[src/rtl/multiplier_8bit_seq_if.sv]
// rtl/multiplier_8bit_seq_if.sv - start/busy/done handshake and operand/result bundle for the sequential multiplier
interface multiplier_8bit_seq_if;
    logic        start;
    logic [7:0]  a;
    logic [7:0]  b;
    logic        busy;
    logic        done;
    logic [15:0] product;

    modport master (
        output start, a, b,
        input  busy, done, product
    );

    modport slave (
        input  start, a, b,
        output busy, done, product
    );
endinterface

[src/rtl/multiplier_8bit_seq.sv]
// rtl/multiplier_8bit_seq.sv - 8x8 unsigned shift-and-add multiplier, one adder pass per cycle, 9 cycles start to done
module ripple_carry_adder_8bit (
    input  logic [7:0] a_i,
    input  logic [7:0] b_i,
    input  logic       cin_i,
    output logic [7:0] sum_o,
    output logic       cout_o,
    output logic       cin_msb_o
);
    logic [8:0] carry;

    always_comb begin
        carry    = '0;
        sum_o    = '0;
        carry[0] = cin_i;
        for (int i = 0; i < 8; i++) begin
            sum_o[i]     = a_i[i] ^ b_i[i] ^ carry[i];
            carry[i + 1] = (a_i[i] & b_i[i]) | (carry[i] & (a_i[i] ^ b_i[i]));
        end
    end

    assign cout_o    = carry[8];
    assign cin_msb_o = carry[7];
endmodule

module multiplier_8bit_seq #(
    parameter int WIDTH = 8
) (
    input  logic                 clk,
    input  logic                 rst,
    multiplier_8bit_seq_if.slave bus
);
    typedef enum logic [1:0] {
        IDLE = 2'd0,
        CALC = 2'd1,
        DONE = 2'd2
    } state_t;

    state_t               state_q, state_d;
    logic [WIDTH-1:0]     mcand_q, mcand_d;
    logic [WIDTH-1:0]     acc_hi_q, acc_hi_d;
    logic [WIDTH-1:0]     acc_lo_q, acc_lo_d;
    logic [2:0]           cnt_q, cnt_d;
    logic [2*WIDTH-1:0]   product_q, product_d;

    logic [WIDTH-1:0]     addend;
    logic [WIDTH-1:0]     sum;
    logic                 carry_out;
    logic                 rca_cin_msb_unused;
    logic [2*WIDTH-1:0]   acc_shifted;

    // Only the multiplicand or zero is added, selected by the multiplier bit about to be shifted out.
    assign addend = acc_lo_q[0] ? mcand_q : '0;

    ripple_carry_adder_8bit u_rca (
        .a_i       (acc_hi_q),
        .b_i       (addend),
        .cin_i     (1'b0),
        .sum_o     (sum),
        .cout_o    (carry_out),
        .cin_msb_o (rca_cin_msb_unused)
    );

    assign acc_shifted = {carry_out, sum, acc_lo_q[WIDTH-1:1]};

    always_ff @(posedge clk) begin
        if (rst) begin
            state_q   <= IDLE;
            mcand_q   <= '0;
            acc_hi_q  <= '0;
            acc_lo_q  <= '0;
            cnt_q     <= '0;
            product_q <= '0;
        end else begin
            state_q   <= state_d;
            mcand_q   <= mcand_d;
            acc_hi_q  <= acc_hi_d;
            acc_lo_q  <= acc_lo_d;
            cnt_q     <= cnt_d;
            product_q <= product_d;
        end
    end

    always_comb begin
        state_d   = state_q;
        mcand_d   = mcand_q;
        acc_hi_d  = acc_hi_q;
        acc_lo_d  = acc_lo_q;
        cnt_d     = cnt_q;
        product_d = product_q;

        unique case (state_q)
            IDLE, DONE: begin
                if (bus.start) begin
                    state_d  = CALC;
                    mcand_d  = bus.a;
                    acc_hi_d = '0;
                    acc_lo_d = bus.b;
                    cnt_d    = '0;
                end else begin
                    state_d = IDLE;
                end
            end
            CALC: begin
                acc_hi_d = acc_shifted[2*WIDTH-1:WIDTH];
                acc_lo_d = acc_shifted[WIDTH-1:0];
                cnt_d    = cnt_q + 3'd1;
                if (cnt_q == 3'd7) begin
                    state_d   = DONE;
                    product_d = acc_shifted;
                end
            end
            default: state_d = IDLE;
        endcase
    end

    assign bus.busy    = (state_q == CALC);
    assign bus.done    = (state_q == DONE);
    assign bus.product = product_q;
endmodule

[src/flat_wrapper.sv]
// flat-port wrapper written by rule: the top's interface ports become plain ports
module multiplier_8bit_seq_flat 
#(
    parameter int WIDTH = 8
)
  (clk, rst, bus_start, bus_a, bus_b, bus_busy, bus_done, bus_product);
  multiplier_8bit_seq_if bus_i ();
  input  logic clk;
  input  logic rst;
  input wire logic [$bits(bus_i.start)-1:0] bus_start;
  input wire logic [$bits(bus_i.a)-1:0] bus_a;
  input wire logic [$bits(bus_i.b)-1:0] bus_b;
  output wire logic [$bits(bus_i.busy)-1:0] bus_busy;
  output wire logic [$bits(bus_i.done)-1:0] bus_done;
  output wire logic [$bits(bus_i.product)-1:0] bus_product;
  assign bus_i.start = bus_start;
  assign bus_i.a = bus_a;
  assign bus_i.b = bus_b;
  assign bus_busy = bus_i.busy;
  assign bus_done = bus_i.done;
  assign bus_product = bus_i.product;
  multiplier_8bit_seq #(.WIDTH(WIDTH)) u_core (.clk(clk), .rst(rst), .bus(bus_i));
endmodule
[config.mk]
export PLATFORM = sky130hd
export DESIGN_NAME = multiplier_8bit_seq_flat
export DESIGN_NICKNAME = d
export VERILOG_FILES = /design/src/rtl/multiplier_8bit_seq_if.sv /design/src/rtl/multiplier_8bit_seq.sv /design/src/flat_wrapper.sv
export SDC_FILE = /design/constraint.sdc
export NUM_CORES = 1
export LEC_CHECK = 0
export CAP_MARGIN = 20
export CORE_MARGIN = 2
export CORE_UTILIZATION = 40
export CTS_CLUSTER_DIAMETER = 50
export CTS_CLUSTER_SIZE = 25
export DETAILED_ROUTE_END_ITERATION = 10
export GPL_TIMING_DRIVEN = 0
export HOLD_SLACK_MARGIN = 0.15
export PLACE_DENSITY_LB_ADDON = 0.2
export SLEW_MARGIN = 15
export SYNTH_ARGS = -nofsm -noshare
export SYNTH_HDL_FRONTEND = slang
export SYNTH_HIERARCHICAL = 1
export SYNTH_SLANG_ARGS = --single-unit
[constraint.sdc]
create_clock -name clk -period 5 [get_ports clk]
set_input_delay 0.75 -clock clk [delete_from_list [all_inputs] [get_ports clk]]
set_output_delay 0.75 -clock clk [all_outputs]
set_load 0.03 [all_outputs]
==> results of run 1 <==
==> layer usage <==
| layer | global-route usage | vias up | routed length, um |
|---|---|---|---|
| met5 | 0 | - | 0 |
| met3 | 0.0271 | 4 | 177 |
| met1 | 0.220 | 714 | 2030 |
| met2 | 0.235 | 39 | 1770 |
| li1 | - | 849 | - |
| met4 | 0.0655 | 0 | 52 |
==> power groups by stage <==
stage          Clock [W]  Combinational (W)  Sequential, W
2_1_floorplan          0          0.0000491       0.000385
3_3_place_gp           0          0.0000762       0.000388
3_5_place_dp           0          0.0000766       0.000388
4_1_cts         0.000226          0.0000768       0.000380
5_1_grt         0.000235          0.0000845       0.000382
6_report        0.000217          0.0000761       0.000380
==> how the worst max path moves through the flow <==
stage	slack, ps	start	cells after the start	end
floorplan	1450	u_core/acc_lo_q[0]$_SDFFE_PP0P_	15	u_core/acc_hi_q[6]$_SDFFE_PP0P_
global placement	1230	u_core/acc_lo_q[0]$_SDFFE_PP0P_	15	u_core/bus.product[14]$_SDFFE_PP0P_
detailed placement	1200	u_core/acc_lo_q[0]$_SDFFE_PP0P_	15	u_core/bus.product[14]$_SDFFE_PP0P_
global route	1000	u_core/acc_lo_q[0]$_SDFFE_PP0P_	15	u_core/acc_hi_q[6]$_SDFFE_PP0P_
finish	1200	u_core/acc_lo_q[0]$_SDFFE_PP0P_	15	u_core/acc_hi_q[6]$_SDFFE_PP0P_
CTS	1190	u_core/acc_lo_q[0]$_SDFFE_PP0P_	15	u_core/acc_hi_q[6]$_SDFFE_PP0P_
==> worst reg2reg max path, cell delays in order, from the launching register on <==
cell	delay (ps)
dfxtp_1	380
and2_1	200
fa_1	390
inv_1	70
fa_1	150
inv_1	50
fa_1	370
fa_1	390
fa_1	390
fa_1	370
inv_1	70
fa_1	160
inv_1	50
fa_1	520
nand2_1	70
a21oi_1	110
==> through the flow <==
stage | std cells | hold WS (ps) | total power, W | utilization | area, um^2
after floorplan | 238 | 432 | 0.000434 | - | 1980
after global routing | 348 | 470 | 0.000701 | 0.525 | 2490
after CTS | 348 | 455 | 0.000682 | 0.525 | 2490
after detailed placement | 340 | 443 | 0.000464 | 0.507 | 2410
final | 348 | 453 | 0.000673 | 0.525 | 2490
after global placement | 340 | 438 | 0.000464 | 0.507 | 2410
==> cells by family after synthesis <==
| group | synth area share |
|---|---|
| AOI/OAI and AO/OA | 0.134 |
| buffers and inverters | 0.0784 |
| other | 0.00190 |
| adders and majority gates | 0.0936 |
| DFF | 0.455 |
| and+or+nand+nor | 0.237 |
==> placed cells by master (no fill, tap or decap), types with 3 or more instances in the layout <==
cell type / n
a311oi_1: 6
nand2_1: 74
inv_1: 11
clkbuf_1: 6
dfxtp_1: 45
nand2b_1: 3
clkdlybuf4s50_1: 35
and2_1: 8
buf_4: 4
fa_1: 8
a21oi_1: 35
clkbuf_8: 5
buf_2: 4
nor2_1: 10
buf_6: 4
nand3_1: 11
==> layout make-up <==
| type | count | area [um^2] | share of cell area |
|---|---|---|---|
| Timing Repair Buffer | 35 | 350 | 0.140 |
| Sequential cell | 45 | 901 | 0.361 |
| Multi-Input combinational cell | 165 | 922 | 0.370 |
| Clock inverter | 2 | 10.0 | 0.00401 |
| Inverter | 11 | 41.3 | 0.0165 |
| Clock buffer | 6 | 72.6 | 0.0291 |
| Tap cell | 67 | 83.8 | 0.0336 |
| Buffer | 17 | 114 | 0.0456 |
==> flip-flops by register name (all words and copies together) (netlist names) <==
name and cells:
u_core/state_q 2, u_core/mcand_q 8, u_core/cnt_q 3, u_core/acc_lo_q 8, u_core/acc_hi_q 8, u_core/bus.product 16
==> results, run 1 <==
- The run finished with clean final reports.
- The count of nets left with antenna violations once routing finished came out at 0.
- The capture endpoint of the worst hold path is u_core/mcand_q[1]$_SDFFE_PP0P_.
- For this configuration, the core starts out at a cell density of 0.416.
- TritonCTS created 5 clock buffers.
- After the first detailed-routing iteration, the DRC count stood at 73.
- The commonest cells after synthesis are nand2_1, dfxtp_1, a21oi_1.
- The ratio of cells with drive above 1 in the final layout is 0.0747.
- During synthesis, Yosys emitted a total of 6 warnings.
- The core region is about 0.0048 mm^2.
- The prevailing post-synth register cell is dfxtp_1.
- Traced cell by cell, the critical path runs through and2_1 -> fa_1 -> inv_1 -> fa_1 -> inv_1 -> fa_1 -> fa_1 -> fa_1 -> fa_1 -> inv_1 -> fa_1 -> inv_1 -> fa_1 -> nand2_1 -> a21oi_1.
- The startpoint of the worst-slack reg-to-reg timing path is u_core/acc_lo_q[0]$_SDFFE_PP0P_.
- The maximum clock rate is 263 MHz.
- The count of endpoints failing setup in the final report is 0.
- Yosys mapped a number of flops with a built-in enable equal to 0.
- The internal power summed over all cells is 0.000503 W.
- The number of antenna violations at the first check in global routing is 0.
- Of the total power, the clock network draws 0.323.
- The highest ir drop seen on vdd is 131 uV.
- The boundary pin count is 37.
- Detailed placement finished with a half-perimeter wire length of 2920 um.
- The share of total power consumed by net switching is 0.252.
- The clock arrives with 10.2 ps of skew.
- The floorplan has 25 rows.
- The count of mapped cells out of synthesis is approximately 240.
- The post-synthesis register bit count is 45.
- The worst hold path cell count is 2.
- The number of hold buffers added after CTS is 0.
- The type of the most critical hold path is flip-flop to flip-flop.
- At the worst endpoint, the required time is approximately 5200 ps.
- The number of setup buffers added after CTS is 0.
- The combined buffer and inverter count along the critical path is 4.
- The via count of the routed design is around 1600.
- The remaining max-slew budget at the tightest pin is 0.604.
- The number of nets in the layout is 309.
- By area the synthesized netlist is led by dfxtp_1, nand2_1, a21oi_1, fa_1, nand3_1.
- Among cell families on the critical path, the largest total delay comes from adder cells.
- The largest net degree at the start of global routing is 14.
- OpenSTA, run right after detailed placement, puts the worst setup slack at 1200 ps.
- The clock sink count is 45.
- The antenna cell count is 0.
- The delay of the slowest critical-path stage is 520 ps.
- The standby leakage power is 0.940 nW.
- The total of fill cells in the finished design is 490.
- The most used cell along the critical path is fa_1.
- Dividing total power by cell area gives a power density of 270 mW/mm^2.
- The wire length of the first global-routing pass is 6530 um.
- The proportion of power drawn by combinational gates is 0.113.
- For this run, design rule violations remaining after detail routing come to 0.
- After layout, the worst setup slack is 1200 ps.
- The most common cell in the synthesized netlist is nand2_1.
- The max capacitance violation total is 0.
- The routed wire length is 4030 um.
- The worst-skew pair later-pin latency is about 300 ps.
- The cell type contributing the most total cell area after synthesis is dfxtp_1.
- After synthesis the cells add up to 0.00198 mm^2.
- The transition time at the pin with the least slew margin is 594 ps.
- Setup repair after global routing left no endpoint under its margin.
- The H-tree was split into 2 levels.
- The floorplan step defined a die boundary enclosing 0.00552 mm^2.
- The portion of total power attributed to sequential cells is 0.564.
- The proportion of synthesized flip-flops having asynchronous set or reset is 0.
- At the worst endpoint, the arrival time is 4030 ps.
- In the finished design, the share of the clock period the worst path needs comes to 0.761.
- The worst setup path is launched from a flip-flop.
- The average instance in the mapped netlist occupies 8.31 um^2.
- The share of Yosys cell area claimed by the top area cell type is 0.455.
- The number of port buffers is 35.
- In this run, post-CTS repair resized a total of 0 instances.
- The average wire per standard cell is 11.6 um.
- The cell chosen for the clock root is clkbuf_8.
- The detailed-router iteration count before antenna repair is 4.
- At the end of routability-driven placement, the weighted congestion stood at 0.756.
- Of the synthesized area, sequential elements account for 0.455.
- Counting distinct cell types in the post-synthesis netlist gives 21.
- The post-CTS clock slew at the launch and capture registers of the worst setup and hold paths is 80 ps.
- The worst setup path is of the flip-flop to flip-flop kind.
- The startpoint identified for the worst hold timing path is u_core/mcand_q[1]$_SDFFE_PP0P_.
- The worst setup path is captured at a flip-flop.
- In the routed layout, each cell is associated on average with a via count of 4.61.
- The flop-to-flop setup slack is 1200 ps.
- In this run the critical register-to-register path is captured at u_core/acc_hi_q[6]$_SDFFE_PP0P_.
- The analysis attributes to net switching a power of 0.000170 W.
- The slowest stage of the critical path belongs to the cell fa_1.
- Compared with the post-synthesis result, the final layout area differs by 26.1%.
- The residual overflow from global routing is 0.
- The time the worst path needs with I/O delays and setup is 3800 ps.
- When the netlist entered floorplanning its net count stood at around 270.
- The number of cells on the worst reg-to-reg path is 15.
- In the global route stage, overall resource usage came out at 0.155.
- The number of max-slew violations in the final report is 0.
- TritonCTS built the clock tree.
- The via count of the first global-routing pass is approximately 1400.
- The overall die width is 74.3 um.
- The die is around 74 um tall.
- The final hold violation count was 0.
- The biggest fanout along the worst timing path is 9.
- The maximum clock path buffer count is 2.
- The sum of negative setup slack is 0 ps.
(Power assumes the default switching activity.)
==> run 2, diff against run 1 <==
==> constraint.sdc (replaced) <==
create_clock -name clk -period 3.28 [get_ports clk]
set_input_delay 0.492 -clock clk [delete_from_list [all_inputs] [get_ports clk]]
set_output_delay 0.492 -clock clk [all_outputs]
set_load 0.03 [all_outputs]
==> run 2 against run 1 <==
The flow now finishes with violations (setup timing). Final area rose by 0.85%. Sequential share of layout area down 0.11 points. Clock skew decreased by 6.3 ps. Worst setup slack got worse by 1500 ps. Combinational power rose by 56%. Critical path depth stayed put. First-iteration DRC count fell by 32%. Global-route usage grew 0.96 points. Register-to-register slack lost 1500 ps. Sequential cell count did not move. Count of clock-buffer cells in the layout shrank 1. Wire length increased by 3.3%. Highest routed layer unchanged.
==> results, run 2 (synthesized netlist as in run 1, its figures left out) <==
- 0 antenna diodes ended up in the layout.
- STA puts the critical path data required time at 3510 ps.
- After detailed routing, the number of vias per cell comes to around 4.7.
- In this design, the largest share of critical-path delay is due to adder cells.
- The congestion estimate from routability-driven global placement came to about 0.8.
- At the end of the flow the core is filled with cells to 0.529.
- The ratio of cells with drive above 1 in the final layout is 0.121.
- The count of endpoints failing setup in the final report is 4.
- The worst hold path begins at u_core/mcand_q[6]$_SDFFE_PP0P_.
- The capture point of the worst reg-to-reg path is u_core/acc_hi_q[6]$_SDFFE_PP0P_.
- The clock tree from TritonCTS is done.
- The number of max-slew violations in the final report is 0.
- The library cell used most frequently in the layout, excluding fill and tap cells, is nand2_1.
- The via count of the first global-routing pass was 1448.
- The post-detailed-placement half-perimeter wirelength is 2960 um.
- Dividing the final minimum period by the clock period gives 1.08.
- The worst setup path is launched from a flip-flop.
- The remaining number of nets flagged by the antenna check after routing is 0.
- In this run the tool buffered the top-level ports with 35 buffer cells.
- The capture endpoint of the worst hold path is u_core/mcand_q[6]$_SDFFE_PP0P_.
- The run finished, with violations left.
- The H-tree was split into 2 levels.
- The effective utilization at floorplan is 0.416.
- The worst hold path cell count is 2.
- Power spread over the standard cell area amounts to 403 mW/mm^2.
- Setup repair after global routing could not meet its margin everywhere.
- The wire length of the first global-routing pass is around 7000 um.
- The die outline area is between 0.005 and 0.006 mm^2.
- The delay of the slowest critical-path stage is 540 ps.
- The time the worst path needs with I/O delays and setup is 3540 ps.
- The endpoint class of the critical path is a flip-flop.
- The final routed DRC violation total is 0.
- The die extent in y is about 74 um.
- The detailed-router iteration count before antenna repair is 4.
- Entering global routing, the biggest net connects 13 pins.
- At the worst endpoint, the arrival time is 3770 ps.
- The startpoint of the worst-slack reg-to-reg timing path is u_core/acc_lo_q[0]$_SDFFE_PP0P_.
- In the final design database the tool counted 310 nets.
- The maximum clock rate is 283 MHz.
- The TritonCTS buffer count is 5.
- The most used cell along the critical path is fa_2.
- The standby leakage power is 0.924 nW.
- Counting cells, the worst reg-to-reg path comes to 15.
- The via count of the routed design is 1625.
- The final hold violation count came to 0.
- The overall die width is 74.3 um.
- The residual overflow from global routing is 0.
- The final reports fail on setup timing.
- The clock net in this run drives a total of 45 sinks.
- The first routing iteration left 50 violations.
- Compared with the post-synthesis result, the final layout area differs by 27.2%.
- Across every metal layer, demand over resource in global routing totals 0.165.
- The worst-skew pair later-pin latency is 290 ps.
- Max-cap violations in this run came to 0.
- The cell chosen for the clock root is clkbuf_8.
- The number of antenna violations at the first check in global routing is 0.
- The worst clock skew is 3.89 ps.
- The highest ir drop seen on vdd is 162 uV.
- The standard-cell row count is 25.
- At the pin with the least slew margin, the transition time is roughly 590 ps.
- The boundary pin count is 37.
- Summed over all layers, the routed wires come to 4170 um.
- The start-to-end type of the worst setup path is flip-flop to flip-flop.
- The flip-flop count of the largest register after layout is 16.
- The type of the most critical hold path is flip-flop to flip-flop.
- The flop-to-flop setup slack is -260 ps.
- After layout, the worst setup slack is -259 ps.
- In the layout the commonest cells are nand2_1, dfxtp_1, clkdlybuf4s50_1, a21oi_1, nand3_1.
- In this run the worst path has a maximum fanout of 6.
- The remaining max-slew budget at the tightest pin is 0.607.
- For this design, the slowest cell found on the critical path is fa_1.
- The maximum clock path buffer count is 2.
- The number of hold buffers added after CTS is 0.
- Together, buffers and inverters on the worst path number 4.
- After clock tree synthesis, the clock-pin slew on the worst setup and hold paths is 80 ps.
- After detailed routing, the average wire length per cell comes to 12.0 um.
- Setup total negative slack on the finished layout was measured at -693 ps.
- The core region is 0.00475 mm^2.
- Walking the worst path, the cells encountered are and2_4 -> fa_2 -> inv_2 -> fa_2 -> inv_2 -> fa_2 -> fa_2 -> fa_2 -> fa_2 -> inv_2 -> fa_1 -> inv_1 -> fa_1 -> nand2_1 -> a21oi_2.
[run 2: cell type report]
class                      count  area, um^2
buffer                        17         114
clock buffer                   5        68.8
clock inverter                 1        5.00
fill                         487        2240
inverter                      11        41.3
multi-input combinational    165         943
sequential                    45         906
tap                           67        83.8
timing repair buffer          36         354
[run 2: worst register-to-register path, delay by kind of cell (launching register included)]
kind / cells / cell delay (ps)
flip-flops: 1 / 370
adder cells (fa/ha/maj): 8 / 2570
AO/OA/AOI/OAI: 1 / 110
buffers and inverters: 4 / 200
AND/OR/NAND/NOR: 2 / 220
[run 2: what timing repair did]
action	4_1_cts	5_1_grt
endpoints found under the hold margin	0	0
setup endpoints to repair	6	6
gates cloned	0	0
pin swaps	7	0
buffers inserted	1	0
gates resized for setup	2	1
[run 2: per-layer routing]
| layer | GRT usage | up-vias | part of all wire |
|---|---|---|---|
| li1 | - | 849 | - |
| met1 | 0.237 | 729 | 0.50 |
| met2 | 0.248 | 42 | 0.45 |
| met3 | 0.0325 | 5 | 0.043 |
| met4 | 0.0595 | 0 | 0.013 |
| met5 | 0 | - | 0 |
[run 2: worst max-delay path by stage]
| stage | start | to | depth (start not counted) |
|---|---|---|---|
| floorplan | u_core/acc_hi_q[0]$_SDFFE_PP0P_ | u_core/acc_hi_q[6]$_SDFFE_PP0P_ | 14 |
| global placement | u_core/acc_lo_q[0]$_SDFFE_PP0P_ | u_core/acc_hi_q[6]$_SDFFE_PP0P_ | 15 |
| detailed placement | u_core/acc_lo_q[0]$_SDFFE_PP0P_ | u_core/acc_hi_q[6]$_SDFFE_PP0P_ | 15 |
| CTS | u_core/acc_lo_q[0]$_SDFFE_PP0P_ | u_core/acc_hi_q[6]$_SDFFE_PP0P_ | 15 |
| global route | u_core/acc_lo_q[0]$_SDFFE_PP0P_ | u_core/acc_hi_q[6]$_SDFFE_PP0P_ | 15 |
| finish | u_core/acc_lo_q[0]$_SDFFE_PP0P_ | u_core/acc_hi_q[6]$_SDFFE_PP0P_ | 15 |
[run 2: through the flow]
| stage | power (W) | setup slack, ps | cell area (um^2) | instances | hold slack, ps |
|---|---|---|---|---|---|
| 3_3_place_gp | 0.000709 | -368 | 2430 | 340 | 438 |
| 3_5_place_dp | 0.000710 | -409 | 2430 | 340 | 443 |
| 6_report | 0.00101 | -259 | 2520 | 347 | 453 |
| 2_1_floorplan | 0.000663 | -121 | 2000 | 238 | 432 |
| 4_1_cts | 0.00103 | -250 | 2510 | 347 | 455 |
| 5_1_grt | 0.00107 | -381 | 2520 | 347 | 466 |
[run 2: power breakdown]
group	total, W	internal [W]	switching (W)
clock	0.000315	0.000140	0.000175
combinational	0.000119	0.0000551	0.0000637
sequential	0.000579	0.000565	0.0000141
total	0.00101	0.000760	0.000252
